File: config.mk
export PLATFORM = sky130hd
export DESIGN_NAME = unified_mem_arbiter
export DESIGN_NICKNAME = d
export VERILOG_FILES = /design/src/rtl/unified_mem_arbiter.sv
export SDC_FILE = /design/constraint.sdc
export NUM_CORES = 1
export LEC_CHECK = 0
export CAP_MARGIN = 40
export CORE_MARGIN = 3
export CORE_UTILIZATION = 42
export DETAILED_ROUTE_END_ITERATION = 10
export PLACE_DENSITY = 0.81
export SYNTH_ARGS = -nofsm -noshare
export SYNTH_HDL_FRONTEND = slang
export SYNTH_SLANG_ARGS = --single-unit
File: constraint.sdc
create_clock -name clk -period 2.3 [get_ports clk]
set_input_delay 0.345 -clock clk [delete_from_list [all_inputs] [get_ports clk]]
set_output_delay 0.345 -clock clk [all_outputs]
set_load 0.05 [all_outputs]
File: src/rtl/unified_mem_arbiter.sv
// Shares one single-port memory bus between the instruction-fetch port and the data port.
// Data has priority. A starvation guard forces a fetch grant, and a bus timeout aborts the transaction.
module unified_mem_arbiter #(
   parameter int STARVE_LIMIT = 3,
   parameter int TIMEOUT      = 64
) (
   input  logic        clk,
   input  logic        rst,
   input  logic        if_req,
   input  logic [31:0] if_addr,
   output logic [31:0] if_rdata,
   output logic        if_ack,
   output logic        if_stall,
   input  logic        mem_ren,
   input  logic        mem_wen,
   input  logic [31:0] mem_addr,
   input  logic [31:0] mem_wdata,
   output logic [31:0] mem_rdata,
   output logic        mem_ack,
   output logic        mem_stall,
   output logic        bus_cs,
   output logic        bus_we,
   output logic [31:0] bus_addr,
   output logic [31:0] bus_dout,
   input  logic [31:0] bus_din,
   input  logic        bus_ack,
   output logic        bus_err,
   output logic [1:0]  dbg_state
);

   // Handshake: a requester holds its request until its one-cycle ack. It updates the request
   // on the edge that ends the ack cycle, so the arbiter never sees a served request twice.

   typedef enum logic [1:0] {
      IDLE = 2'd0,
      DATA = 2'd1,
      INST = 2'd2,
      RESP = 2'd3
   } state_t;

   localparam logic [7:0] L_WAIT_LAST  = 8'(TIMEOUT - 1);
   localparam logic [7:0] L_STARVE_MAX = 8'(STARVE_LIMIT);

   state_t     r_state;
   state_t     w_next;
   logic [7:0] r_wait_cnt;
   logic [7:0] r_starve_cnt;
   logic       w_data_req;
   logic       w_if_forced;
   logic       w_grant_data;
   logic       w_grant_inst;
   logic       w_timeout;
   logic       w_end;

   assign w_data_req  = mem_ren | mem_wen;
   assign w_if_forced = if_req & (r_starve_cnt == L_STARVE_MAX);
   assign if_stall    = if_req & ~if_ack;
   assign mem_stall   = w_data_req & ~mem_ack;
   assign dbg_state   = r_state;

   always_comb begin
      w_next       = r_state;
      w_grant_data = 1'b0;
      w_grant_inst = 1'b0;
      w_timeout    = 1'b0;
      w_end        = 1'b0;
      case (r_state)
         IDLE: begin
            if (w_data_req && !w_if_forced) begin
               w_grant_data = 1'b1;
               w_next       = DATA;
            end else if (if_req) begin
               w_grant_inst = 1'b1;
               w_next       = INST;
            end
         end
         DATA, INST: begin
            w_timeout = !bus_ack && (r_wait_cnt == L_WAIT_LAST);
            w_end     = bus_ack | w_timeout;
            if (w_end) w_next = RESP;
         end
         RESP:    w_next = IDLE;
         default: w_next = IDLE;
      endcase
   end

   always_ff @(posedge clk) begin
      if (rst) begin
         r_state      <= IDLE;
         r_wait_cnt   <= '0;
         r_starve_cnt <= '0;
         bus_cs       <= 1'b0;
         bus_we       <= 1'b0;
         bus_addr     <= '0;
         bus_dout     <= '0;
         bus_err      <= 1'b0;
         if_ack       <= 1'b0;
         mem_ack      <= 1'b0;
         if_rdata     <= '0;
         mem_rdata    <= '0;
      end else begin
         r_state <= w_next;
         if_ack  <= w_end && (r_state == INST);
         mem_ack <= w_end && (r_state == DATA);

         if (w_grant_data || w_grant_inst) begin
            bus_cs     <= 1'b1;
            bus_we     <= w_grant_data & mem_wen;
            bus_addr   <= w_grant_data ? mem_addr : if_addr;
            bus_dout   <= w_grant_data ? mem_wdata : 32'd0;
            r_wait_cnt <= '0;
         end else if (w_end) begin
            bus_cs <= 1'b0;
            // A timed-out transaction returns zero rather than whatever sits on bus_din.
            if (r_state == DATA) mem_rdata <= bus_ack ? bus_din : 32'd0;
            else                 if_rdata  <= bus_ack ? bus_din : 32'd0;
            if (w_timeout) bus_err <= 1'b1;
         end else if (bus_cs) begin
            r_wait_cnt <= r_wait_cnt + 8'd1;
         end

         if (w_grant_inst) begin
            r_starve_cnt <= '0;
         end else if (w_grant_data) begin
            if (!if_req)                           r_starve_cnt <= '0;
            else if (r_starve_cnt != L_STARVE_MAX) r_starve_cnt <= r_starve_cnt + 8'd1;
         end
      end
   end

endmodule

==> metrics.yaml <==
outcome:
  outcome: "completed"
layout:
  antenna_cells: 0
  fin_cells: 1038
  syn_to_final_growth_pct: 59.4
  fill_cells: 999
  multiInputGateArea_um2: 2850
  drive_above_1_share_pct: 6.76
  regArea_um2: 3020
  layout.nets: 984
  utilization_pct: 69.1
setup_path:
  crit_arrival_ns: 2.49
  crit_required_ns: 2.65
  worst-path-max-fanout: 7
  end_kind: "flip-flop"
  crit_type: "reg -> reg"
  cp-start-kind: "flip-flop"
detailed_routing:
  vias_per_cell: 5.16
  vias: 5356
  drc_errors: 0
  wl_per_cell_um: 17.4
  ant_nets: 0
  drt_iter0_drc: 301
  drtPass1Iterations: 4
  wirelength_um: 18100
logic_synthesis:
  synth_area_per_cell_um2: 10.4
  synth-main-ff-cell: "dfxtp_1"
  async_flop_share_pct: 0
  ys_warn_count: 0
  synth_seq_cells: 151
  synth_area_um2: 6060
  ys_seq_area_share_pct: 49.8
  syn_inst: 584
  synth_cell_types: 41
  synth_edf_count: 0
  synth_nets: 723
clocking:
  ctsHoldBuffers: 0
  cts_tree: "done"
  cts_root_buf: "clkbuf_16"
  cts_setup_buffers: 0
  clock_insertion_delay_worst_skew_ns: 0.42
  post_cts_resized: 1
  cts_num_sinks: 151
  cts-buffers-inserted: 17
  cts.path.max_buffers: 2
  htree_levels: 4
  clk_pin_slew_ns: 0.06
timing:
  worst_pin_slew_ns: 0.580
  finalCriticalPeriod_ns: 2.14
  rsz0062_at_grt: "no"
  setup_viol: 0
  max_freq_mhz: 467
  hold_viol: 0
  relSlewSlack_pct: 61.4
  min_period_over_period_pct: 93.1
  timing.final.ws_setup_ns: 0.160
  whs_ns: 0.430
  finClkSkew_ns: 0.00612
  drv_slew: 0
global_route:
  globalRouteTotalUtil_pct: 22.4
  grt_pass1_vias: 5493
  grt_max_degree: 72
  grt_overflow: 0
  grt_pass1_wl_um: 28800
  antenna_found_initial: 0
placed_design:
  io_buffer_count: 270
  dp_slack_ns: -0.0320
  gp_congestion: 0.861
  dpl.cell_count: 1006
  dp_hpwl_um: 13400
die:
  die-area_um2: 15900
  core_area_um2: 14000
  initial_core_util_pct: 43.4
  die_w_um: 126
  num_rows: 43
  dieHeight_um: 126
  num_io_pins: 271
power_and_ir_drop:
  power_density_nw_per_um2: 1110
  p_total_mw: 10.7
  cellLeakagePower_nw: 3.96
  vdd_drop_max_v: 0.000651
worst_hold_path:
  hold_class: "in -> reg"
run:
  timing.max_cap.violations: 0
flip-flops by register name, indices dropped and copies added, names as in the netlist:
register      count
bus_addr         32
bus_dout         32
if_rdata         32
mem_rdata        32
r_starve_cnt      8
r_wait_cnt        8
dbg_state         2
bus_cs            1
bus_err           1
bus_we            1
if_ack            1
mem_ack           1
area by class of cell:
| type | count | share of cell area (%) |
|---|---|---|
| Sequential cell | 151 | 31.3 |
| Timing Repair Buffer | 285 | 29.9 |
| Multi-Input combinational cell | 386 | 29.4 |
| Clock buffer | 20 | 4.83 |
| Tap cell | 180 | 2.33 |
| Clock inverter | 12 | 2.03 |
| Inverter | 4 | 0.155 |
layout by cell type, fill, tap and decap left out, drive strengths merged, types with 2 or more instances in the layout:
cell and count:
nand3b 33, a22o 33, o21bai 2, inv 5
o211ai 3, clkinvlp 3, nand2 38, or4 3
o31ai 3, a211oi 2, buf 18, mux2i 97
bufinv 5, nor2 18, dfxtp 151, ha 5
xnor2 3, clkdlybuf4s50 267, clkinv 3, nand2b 65
o21ai 37, clkbuf 20, nor2b 4, nand4 5
nand3 3, xor2 5, nor3b 2, or3 2
a21oi 10
logic make-up (layout without fill, tap and decap cells):
group,Yosys count,count (layout),synth area share (%)
xor+xnor,8,8,1.16
buf+inv,47,321,3.61
compound gates,96,96,11.0
mux,97,97,16.0
simple gates,180,180,17.4
flops,151,151,49.8
fa+ha+maj,5,5,1.03
worst max-delay path, cell delays in order (launching register included):
cell and delay, ns:
dfxtp_1 0.38, inv_1 0.08, ha_1 0.41, a21boi_1 0.26, o21ai_1 0.23, buf_4 0.23
or3_1 0.35, a21oi_1 0.14
where the power goes:
part / switching [mW] / internal [mW] / leakage, nW
clock: 1.08 / 2.01 / 0.318
sequential: 0.269 / 3.08 / 1.23
combinational: 2.65 / 1.60 / 2.41
total: 4.00 / 6.68 / 3.96
path summary, 6_finish.rpt:
path / slack [ns] / endpoint / depth (start not counted) / start
hold / removal: 0.43 / r_starve_cnt[1] / 2 / rst
setup / recovery: 0.16 / r_wait_cnt[5] / 7 / dbg_state[0]
hold reg to reg: 0.45 / bus_addr[1] / 2 / bus_addr[1]
setup reg to reg: 0.16 / r_wait_cnt[5] / 7 / dbg_state[0]
cells in the mapped netlist, types with 7 or more instances:
master    number  area [µm²]
a21oi_1       10        50.1
a22o_1        33         289
buf_2         13        65.1
buf_4          7        52.6
clkbuf_1      22        82.6
dfxtp_1      151        3020
mux2i_1       97         971
nand2_1       38         143
nand2b_1      65         407
nand3b_1      33         248
nor2_1        18        67.6
o21ai_0       37         185
stage by stage:
step	TNS, ns	instance area [µm²]
3_3_place_gp	0	9000
5_1_grt	0	9660
3_5_place_dp	-0.0443	9000
2_1_floorplan	0	6060
4_1_cts	0	9660
6_report	0	9660
routing by layer:
layer | GRT usage (%) | wire length [µm]
met1 | 26.2 | 7090
met2 | 39.2 | 9430
met3 | 6.28 | 1080
met4 | 8.39 | 514
met5 | 0 | 0
(Power assumes the default switching activity.)
